[src/rtl/aurora_rx_data_controller_if.sv]
// Framing types shared by the lane receive path, plus the bundle that
// carries lane-side ordered-set/data inputs and the AXI-Stream-style outputs.
package aurora_pkg;

   localparam int AXI_DATA_SIZE = 32;

   // Per-cycle framing code from the lane decoder. The field is three bits
   // wide, so encodings 4..7 exist on the wire and are handled as idles.
   typedef enum logic [2:0] {
      NONE = 3'd0,
      SCP  = 3'd1,
      ECP  = 3'd2,
      I    = 3'd3
   } ordered_sets_e;

endpackage

// Lane-side inputs and user-side outputs of the receive data controller.
// The master side is whatever feeds ordered sets (decoder or bench); the
// slave side is the controller itself.
interface aurora_rx_data_controller_if #(
   parameter int LEN_W = 16
);

   aurora_pkg::ordered_sets_e                   ordered_sets;
   logic [aurora_pkg::AXI_DATA_SIZE-1:0]        data_in;
   logic                                        axi_valid;
   logic                                        axi_last;
   logic [aurora_pkg::AXI_DATA_SIZE-1:0]        axi_data;
   logic [LEN_W-1:0]                            frame_beats;
   logic                                        err_scp_in_frame;
   logic                                        err_ecp_no_frame;
   logic                                        err_empty_frame;

   modport master (
      output ordered_sets,
      output data_in,
      input  axi_valid,
      input  axi_last,
      input  axi_data,
      input  frame_beats,
      input  err_scp_in_frame,
      input  err_ecp_no_frame,
      input  err_empty_frame
   );

   modport slave (
      input  ordered_sets,
      input  data_in,
      output axi_valid,
      output axi_last,
      output axi_data,
      output frame_beats,
      output err_scp_in_frame,
      output err_ecp_no_frame,
      output err_empty_frame
   );

endinterface

[src/rtl/aurora_rx_data_controller.sv]
// Receive data controller: rebuilds AXI-Stream-style beats with valid/last
// from the lane ordered-set stream. One data beat is always held back so
// the final beat of a frame can be tagged last when ECP arrives.
module aurora_rx_data_controller #(
   parameter int LEN_W = 16
) (
   input  logic                          clk_data,
   input  logic                          rst,
   aurora_rx_data_controller_if.slave    rxIf
);

   import aurora_pkg::*;

   typedef enum logic [1:0] {
      IDLE = 2'd0,
      OPEN = 2'd1,
      HOLD = 2'd2
   } state_e;

   localparam logic [LEN_W-1:0] CNT_MAX = {LEN_W{1'b1}};
   localparam logic [LEN_W-1:0] CNT_ONE = LEN_W'(1);

   state_e                      state_q,          state_d;
   logic [AXI_DATA_SIZE-1:0]    holdData_q,       holdData_d;
   logic [LEN_W-1:0]            beatCnt_q,        beatCnt_d;
   logic                        axiValid_q,       axiValid_d;
   logic                        axiLast_q,        axiLast_d;
   logic [AXI_DATA_SIZE-1:0]    axiData_q,        axiData_d;
   logic [LEN_W-1:0]            frameBeats_q,     frameBeats_d;
   logic                        errScpInFrame_q,  errScpInFrame_d;
   logic                        errEcpNoFrame_q,  errEcpNoFrame_d;
   logic                        errEmptyFrame_q,  errEmptyFrame_d;

   ordered_sets_e               osCode;
   logic [LEN_W-1:0]            beatCntInc;

   // Collapse any encoding outside the four legal codes onto idle, so the
   // FSM below only ever has to reason about NONE/SCP/ECP/I.
   always_comb begin
      osCode = I;
      case (rxIf.ordered_sets)
         NONE:    osCode = NONE;
         SCP:     osCode = SCP;
         ECP:     osCode = ECP;
         default: osCode = I;
      endcase
   end

   // Beat counter increment that sticks at all-ones instead of wrapping;
   // an over-long frame is still delivered, only its length is clipped.
   always_comb begin
      beatCntInc = (beatCnt_q == CNT_MAX) ? beatCnt_q : beatCnt_q + CNT_ONE;
   end

   // Next-state and next-output decode. Every output defaults to zero so
   // each pulse lasts exactly one cycle; an idle code anywhere leaves the
   // state, held beat and counter untouched.
   always_comb begin
      state_d         = state_q;
      holdData_d      = holdData_q;
      beatCnt_d       = beatCnt_q;
      axiValid_d      = 1'b0;
      axiLast_d       = 1'b0;
      axiData_d       = '0;
      frameBeats_d    = '0;
      errScpInFrame_d = 1'b0;
      errEcpNoFrame_d = 1'b0;
      errEmptyFrame_d = 1'b0;

      case (state_q)
         IDLE: begin
            case (osCode)
               SCP: begin
                  state_d   = OPEN;
                  beatCnt_d = '0;
               end
               ECP:     errEcpNoFrame_d = 1'b1;
               default: ;
            endcase
         end

         OPEN: begin
            case (osCode)
               NONE: begin
                  holdData_d = rxIf.data_in;
                  beatCnt_d  = CNT_ONE;
                  state_d    = HOLD;
               end
               ECP: begin
                  errEmptyFrame_d = 1'b1;
                  state_d         = IDLE;
               end
               SCP: begin
                  errScpInFrame_d = 1'b1;
                  beatCnt_d       = '0;
               end
               default: ;
            endcase
         end

         HOLD: begin
            case (osCode)
               NONE: begin
                  axiValid_d = 1'b1;
                  axiData_d  = holdData_q;
                  holdData_d = rxIf.data_in;
                  beatCnt_d  = beatCntInc;
               end
               ECP: begin
                  axiValid_d   = 1'b1;
                  axiLast_d    = 1'b1;
                  axiData_d    = holdData_q;
                  frameBeats_d = beatCnt_q;
                  holdData_d   = '0;
                  state_d      = IDLE;
               end
               SCP: begin
                  errScpInFrame_d = 1'b1;
                  holdData_d      = '0;
                  beatCnt_d       = '0;
                  state_d         = OPEN;
               end
               default: ;
            endcase
         end

         default: state_d = IDLE;
      endcase
   end

   // State, held beat, counter and all registered outputs; reset discards
   // any held beat silently and forces every output low.
   always_ff @(posedge clk_data) begin
      if (rst) begin
         state_q         <= IDLE;
         holdData_q      <= '0;
         beatCnt_q       <= '0;
         axiValid_q      <= 1'b0;
         axiLast_q       <= 1'b0;
         axiData_q       <= '0;
         frameBeats_q    <= '0;
         errScpInFrame_q <= 1'b0;
         errEcpNoFrame_q <= 1'b0;
         errEmptyFrame_q <= 1'b0;
      end else begin
         state_q         <= state_d;
         holdData_q      <= holdData_d;
         beatCnt_q       <= beatCnt_d;
         axiValid_q      <= axiValid_d;
         axiLast_q       <= axiLast_d;
         axiData_q       <= axiData_d;
         frameBeats_q    <= frameBeats_d;
         errScpInFrame_q <= errScpInFrame_d;
         errEcpNoFrame_q <= errEcpNoFrame_d;
         errEmptyFrame_q <= errEmptyFrame_d;
      end
   end

   assign rxIf.axi_valid        = axiValid_q;
   assign rxIf.axi_last         = axiLast_q;
   assign rxIf.axi_data         = axiData_q;
   assign rxIf.frame_beats      = frameBeats_q;
   assign rxIf.err_scp_in_frame = errScpInFrame_q;
   assign rxIf.err_ecp_no_frame = errEcpNoFrame_q;
   assign rxIf.err_empty_frame  = errEmptyFrame_q;

endmodule

[src/flat_wrapper.sv]
// flat-port wrapper written by rule: the top's interface ports become plain ports
module aurora_rx_data_controller_flat import aurora_pkg::*;
#(
   parameter int LEN_W = 16
)
  (clk_data, rst, rxIf_ordered_sets, rxIf_data_in, rxIf_axi_valid, rxIf_axi_last, rxIf_axi_data, rxIf_frame_beats, rxIf_err_scp_in_frame, rxIf_err_ecp_no_frame, rxIf_err_empty_frame);
  aurora_rx_data_controller_if #(.LEN_W(LEN_W)) rxIf_i ();
  input  logic clk_data;
  input  logic rst;
  input wire logic [$bits(rxIf_i.ordered_sets)-1:0] rxIf_ordered_sets;
  input wire logic [$bits(rxIf_i.data_in)-1:0] rxIf_data_in;
  output wire logic [$bits(rxIf_i.axi_valid)-1:0] rxIf_axi_valid;
  output wire logic [$bits(rxIf_i.axi_last)-1:0] rxIf_axi_last;
  output wire logic [$bits(rxIf_i.axi_data)-1:0] rxIf_axi_data;
  output wire logic [$bits(rxIf_i.frame_beats)-1:0] rxIf_frame_beats;
  output wire logic [$bits(rxIf_i.err_scp_in_frame)-1:0] rxIf_err_scp_in_frame;
  output wire logic [$bits(rxIf_i.err_ecp_no_frame)-1:0] rxIf_err_ecp_no_frame;
  output wire logic [$bits(rxIf_i.err_empty_frame)-1:0] rxIf_err_empty_frame;
  assign rxIf_i.ordered_sets = rxIf_ordered_sets;
  assign rxIf_i.data_in = rxIf_data_in;
  assign rxIf_axi_valid = rxIf_i.axi_valid;
  assign rxIf_axi_last = rxIf_i.axi_last;
  assign rxIf_axi_data = rxIf_i.axi_data;
  assign rxIf_frame_beats = rxIf_i.frame_beats;
  assign rxIf_err_scp_in_frame = rxIf_i.err_scp_in_frame;
  assign rxIf_err_ecp_no_frame = rxIf_i.err_ecp_no_frame;
  assign rxIf_err_empty_frame = rxIf_i.err_empty_frame;
  aurora_rx_data_controller #(.LEN_W(LEN_W)) u_core (.clk_data(clk_data), .rst(rst), .rxIf(rxIf_i));
endmodule
[config.mk]
export PLATFORM = sky130hd
export DESIGN_NAME = aurora_rx_data_controller_flat
export DESIGN_NICKNAME = d
export VERILOG_FILES = /design/src/rtl/aurora_rx_data_controller_if.sv /design/src/rtl/aurora_rx_data_controller.sv /design/src/flat_wrapper.sv
export SDC_FILE = /design/constraint.sdc
export NUM_CORES = 1
export LEC_CHECK = 0
export ABC_CLOCK_PERIOD_IN_PS = 5300
export BUFFER_PORTS_ARGS = -buffer_cell sky130_fd_sc_hd__buf_2
export CAP_MARGIN = 20
export CELL_PAD_IN_SITES_DETAIL_PLACEMENT = 0
export CELL_PAD_IN_SITES_GLOBAL_PLACEMENT = 1
export CORE_MARGIN = 2
export CORE_UTILIZATION = 42
export DETAILED_ROUTE_END_ITERATION = 8
export HOLD_SLACK_MARGIN = 0.08
export PLACE_DENSITY = 0.9
export RECOVER_POWER = 50
export SYNTH_ARGS = -nofsm -noshare
export SYNTH_HDL_FRONTEND = slang
export SYNTH_SLANG_ARGS = --single-unit
[constraint.sdc]
create_clock -name clk_data -period 5.3 [get_ports clk_data]
set_input_delay 1.06 -clock clk_data [delete_from_list [all_inputs] [get_ports clk_data]]
set_output_delay 1.06 -clock clk_data [all_outputs]
set_load 0.02 [all_outputs]
## Word-level counts from Yosys, hierarchy flattened

Index checks and enable logic that the tools add are counted.

| storage, ports and cells | value |
|---|---|
| register bits | 103 |
| bits of input ports | 37 |
| output and inout bits | 53 |
| word-level logic and storage cells | 65 |

| operators by class | value |
|---|---|
| add/subtract/negate cells | 1 |
| equal/unequal tests | 15 |
| mux-type cells | 16 |
| bitwise gates (word level) | 6 |
| reduce and logical (&&, ||, !) cells | 17 |

Operators by type and width:

| kind | number |
|---|---|
| $pmux 32 s2 | 2 |
| $pmux 16 s2 | 2 |
| $pmux 16 s3 | 1 |
| $mux 16 | 2 |
| $mux 32 | 1 |
| $add 16x1->16 const B | 1 |
| $eq 16x16->1 const B | 1 |
| $reduce_or 2->1 | 7 |
| $pmux 2 s3 | 2 |
| $pmux 2 s2 | 2 |
| $logic_not 3->1 | 2 |
| $ne 3x1->1 const B | 2 |
| $ne 3x2->1 const B | 2 |
| $ne 3x3->1 const B | 2 |
| $not 1->1 | 6 |
| $reduce_and 3->1 | 2 |
| $reduce_or 3->1 | 2 |
| $reduce_and 5->1 | 1 |
| $eq 2x1->1 const B | 2 |
| $eq 2x2->1 const B | 2 |
| $ne 2x1->1 const B | 2 |
| $eq 3x1->1 const B | 1 |
| $eq 3x2->1 const B | 1 |
| $mux 1 | 3 |
| other kinds (4) | 4 |

## Depth between registers and ports, before layout

| depth | value |
|---|---|
| depth in word-level cells | 6 |
| depth in mapped cells | 9 |

## Least setup slack after synthesis

No wires, ideal clock.

| path | value |
|---|---|
| kind | input to register |
| from | input rxIf_ordered_sets[0] |
| to | register u_core.beatCnt_q[9] |
| setup time | 0.072 ns |
| data arrival time | 2.643 ns |
| required time | 5.228 ns |
| slack | 2.586 ns |
| stages on the path | 8 |
| buffers on the path | 0 |
| cells stage by stage | nor2_1 > nand2_1 > ha_1 > nor2b_1 > nand3b_1 > a211oi_1 > nand2_1 > mux2i_1 |

| between the ends | value |
|---|---|
| word-level cells in the longest chain between the ends | 5 |
| elaborated cells on any way between the ends | 13 |
| those cells by class | eq/ne: 7; mux: 3; reduce/logical: 3 |

Ends and longest elaborated chain:

| item | line | RTL |
|---|---|---|
| from (decl) | flat_wrapper.sv:10 | `input wire logic [$bits(rxIf_i.ordered_sets)-1:0] rxIf_ordered_sets;` |
| $eq 3x2->1 (tied with other cells) | aurora_rx_data_controller.sv:41 | `case (rxIf.ordered_sets)` |
| $pmux 2 s3 * | aurora_rx_data_controller.sv:41 |  |
| $eq 2x1->1 or $logic_not 3->1 (tied branches) | aurora_rx_data_controller.sv:72, aurora_rx_data_controller.sv:83, aurora_rx_data_controller.sv:102 |  |
| $pmux 16 s2 (tied with other cells) | aurora_rx_data_controller.sv:102 | `case (osCode)` |
| $pmux 16 s3 or $reduce_and 5->1 (tied branches) | n/a |  |
| to (signal assigned) | aurora_rx_data_controller.sv:148 | `beatCnt_q <= beatCnt_d;` |
| to (decl) | aurora_rx_data_controller.sv:25 | `logic [LEN_W-1:0] beatCnt_q, beatCnt_d;` |

Every way passes the cells marked *; elsewhere a longest branch is shown, timed or not.
A chain may end at the register's enable or synchronous reset.

## Final worst setup path

Ends and elaborated chain as after synthesis.

==> reports/qor.yml <==
status: "complete, no violations"
post_cts_buffers: 0
first_global_vias: 2987
worst_slew_pin_slew_ns: 1.16
fp.dieH_microns: 98.6
yosysUniqueCellTypes: 43
grt_max_degree: 53
critPathArrivalTime_ns: 3.71
critPathMaxStageDelay_ns: 0.98
cts.sinks: 103
io_pins: 90
crit_slowest_cell: "a211oi_1"
n_antenna_cell: 0
dpl_cell_area_sq_um: 4270
grt_setup_unrepaired: "no"
drtIter0Drc: 215
antenna_found_initial: 0
synth_top_area_share_pct: 54.9
leakagePower_nw: 1.71
htree_num_levels: 3
cts_tree: "built"
gp_routability_congestion: 0.813
crit_buf_inv: 1
synth.largest_area_cell: "dfxtp_1"
nNetsFinal: 530
wirelength_mm: 8.51
postSynth.asyncResetShare_pct: 0
critical_path_class: "input pin to flip-flop"
overflow: 0
dp_hpwl_mm: 5.47
holdPathStages: 2
finClkSkew_ns: 0.0116
yosysMostFrequentCell: "dfxtp_1"
max_cap_violations: 0
reg2reg_to: "u_core.beatCnt_q[9]"
final.period_utilization_pct: 64.3
synth_area_sq_um: 3760
final_area_sq_um: 4430
clk_pin_slew_ns: 0.10
cts_resized: 0
grt_pass1_wl_mm: 13.9
maxSlewViolCount: 0
synthToLayoutAreaGrowth_pct: 17.8
post_drt_via_cell_ratio: 5.20
rrSetupSlack_ns: 2.38
track_usage_pct: 17.7
rows: 34
core_sq_um: 8680
vias: 3108
ys_ff_latch: 103
worst_setup_path_end_kind: "flip-flop"
cpMostUsedCell: "nand2_1"
r2r_cells: 6
syn-num-nets: 448
portBuffers: 89
synthTopCellsByCount: "dfxtp_1 (103), nand2_1 (45), a21oi_1 (41)"
syn_avg_cell_area_sq_um: 9.32
cts_buffers: 9
fmax_mhz: 293
fin_tns_setup_ns: 0
cp_cell_sequence: "clkbuf_1 -> nor2_1 -> nand2_1 -> ha_1 -> nor2b_1 -> nand3b_1 -> a211oi_1 -> nand2_1 -> mux2i_1"
relSlewSlack_pct: 22.5
cts_buffer_depth: 2
fin_cells: 598
antenna_left: 0
synthCells: 403
hp-start: "u_core.holdData_q[4]"
yosys_most_used_dff: "dfxtp_1"
power_density_nw_per_um2: 308
ys.warnings.count: 0
r2r_start: "u_core.state_q[0]"
dp_cells: 581
holdBufCountCts: 0
drive_gt1_share_pct: 12.7
setup_viol_count_final: 0
start_util_pct: 43.3
die-area_sq_um: 9720
synthTopCellsByArea: "dfxtp_1 (55%), and2_1 (6.0%), a21oi_1 (5.5%)"
worstSetupStartpointType: "input pin"
cts_root_buf: "clkbuf_8"
min_to: "u_core.holdData_q[4]"
hp-class: "flip-flop to flip-flop"
firstDrtPassIters: 4
worst_skew_pair.late_latency_ns: 0.37
synth_edf_count: 0
finalWorstPathRequiredPeriod_ns: 3.41
crit_family: "simple AND/OR/NAND/NOR gates"
drc: 0
path_max_fanout: 11
crit_required_ns: 5.60
synth-seq-area-share_pct: 54.9
ir_drop_mv: 0.149
final_util_pct: 51.0
hold_viol_final: 0
fp.dieW_microns: 98.6
wl_per_cell_microns: 14.2
-- final cells by class --
| class | count | area, sq um |
|---|---|---|
| fillers | 872 | 4250 |
| flip-flops and latches | 103 | 2060 |
| multi-input cells | 270 | 1570 |
| repair buffers | 93 | 404 |
| well taps | 108 | 135 |
| clock buffers | 9 | 124 |
| clock inverters | 7 | 101 |
| inverters | 8 | 30.0 |
-- per-stage QoR --
stage                     worst slack [ns]  power, mW  hold slack, ns
after floorplan                       2.59      0.831           0.427
after global routing                  1.60       1.42           0.467
after detailed placement              1.60      0.854           0.439
after CTS                             1.95       1.38           0.454
final                                 1.89       1.36           0.450
after global placement                1.74      0.853           0.434
-- routing by layer --
metal | track usage (%) | share of wire (%) | wire length [microns] | vias to the layer above
met3 | 2.84 | 5.2 | 440 | 17
met4 | 8.75 | 2.2 | 191 | 0
met2 | 28.2 | 47 | 3960 | 77
met5 | 0 | 0 | 0 | -
met1 | 23.4 | 46 | 3920 | 1460
li1 | - | - | - | 1554
-- sequential cells by signal, summed over array words and instances, names as in the netlist, 2 cells and up --
signal and count:
u_core.state_q 2, u_core.beatCnt_q 16, u_core.rxIf.frame_beats 16, u_core.holdData_q 32, u_core.rxIf.axi_data 32
-- how the worst max path moves through the flow --
stage / from / endpoint / slack (ns) / cells past startpoint
after floorplan: rxIf_ordered_sets[0] / u_core.beatCnt_q[9] / 2.59 / 8
after global placement: rxIf_ordered_sets[0] / u_core.beatCnt_q[9] / 1.74 / 9
after detailed placement: rxIf_ordered_sets[0] / u_core.beatCnt_q[9] / 1.60 / 9
after CTS: rxIf_ordered_sets[0] / u_core.beatCnt_q[9] / 1.95 / 9
after global routing: rxIf_ordered_sets[0] / u_core.beatCnt_q[9] / 1.60 / 9
final: rxIf_ordered_sets[0] / u_core.beatCnt_q[9] / 1.89 / 9
-- cells by family (layout without fill, tap and decap cells) --
| logic type | count (synthesis) | count (layout) | share of synthesized area [%] |
|---|---|---|---|
| simple gates | 183 | 183 | 26.3 |
| buf+inv | 30 | 117 | 3.43 |
| flops | 103 | 103 | 54.9 |
| compound gates | 78 | 78 | 12.5 |
| mux | 1 | 1 | 0.266 |
| fa+ha+maj | 8 | 8 | 2.66 |
-- power by group --
part / total, mW / internal [mW] / switching (mW) / leakage [nW]
clock network: 0.526 / 0.233 / 0.292 / 0.109
registers: 0.780 / 0.777 / 0.00246 / 0.830
logic: 0.0566 / 0.0223 / 0.0343 / 0.770
total: 1.36 / 1.03 / 0.329 / 1.71
-- cell usage in the layout (no fill, tap or decap), types with 6 or more instances in the layout --
cell type,n
a21oi_1,40
a22o_1,7
and2_1,36
and3_1,21
buf_2,35
clkbuf_1,55
clkbuf_8,9
dfxtp_1,103
ha_1,8
inv_1,8
nand2_1,45
nand3_1,36
nor2_1,12
nor2b_1,7
nor3_1,6
o21ai_0,7
o22ai_1,7
-- worst reg2reg max path, stage by stage (launching register included) --
cell	delay, ns
dfxtp_1	0.35
inv_1	0.08
ha_1	0.68
nand3b_1	0.50
a211oi_1	0.98
nand2_1	0.11
mux2i_1	0.15
(Power assumes the default switching activity.)
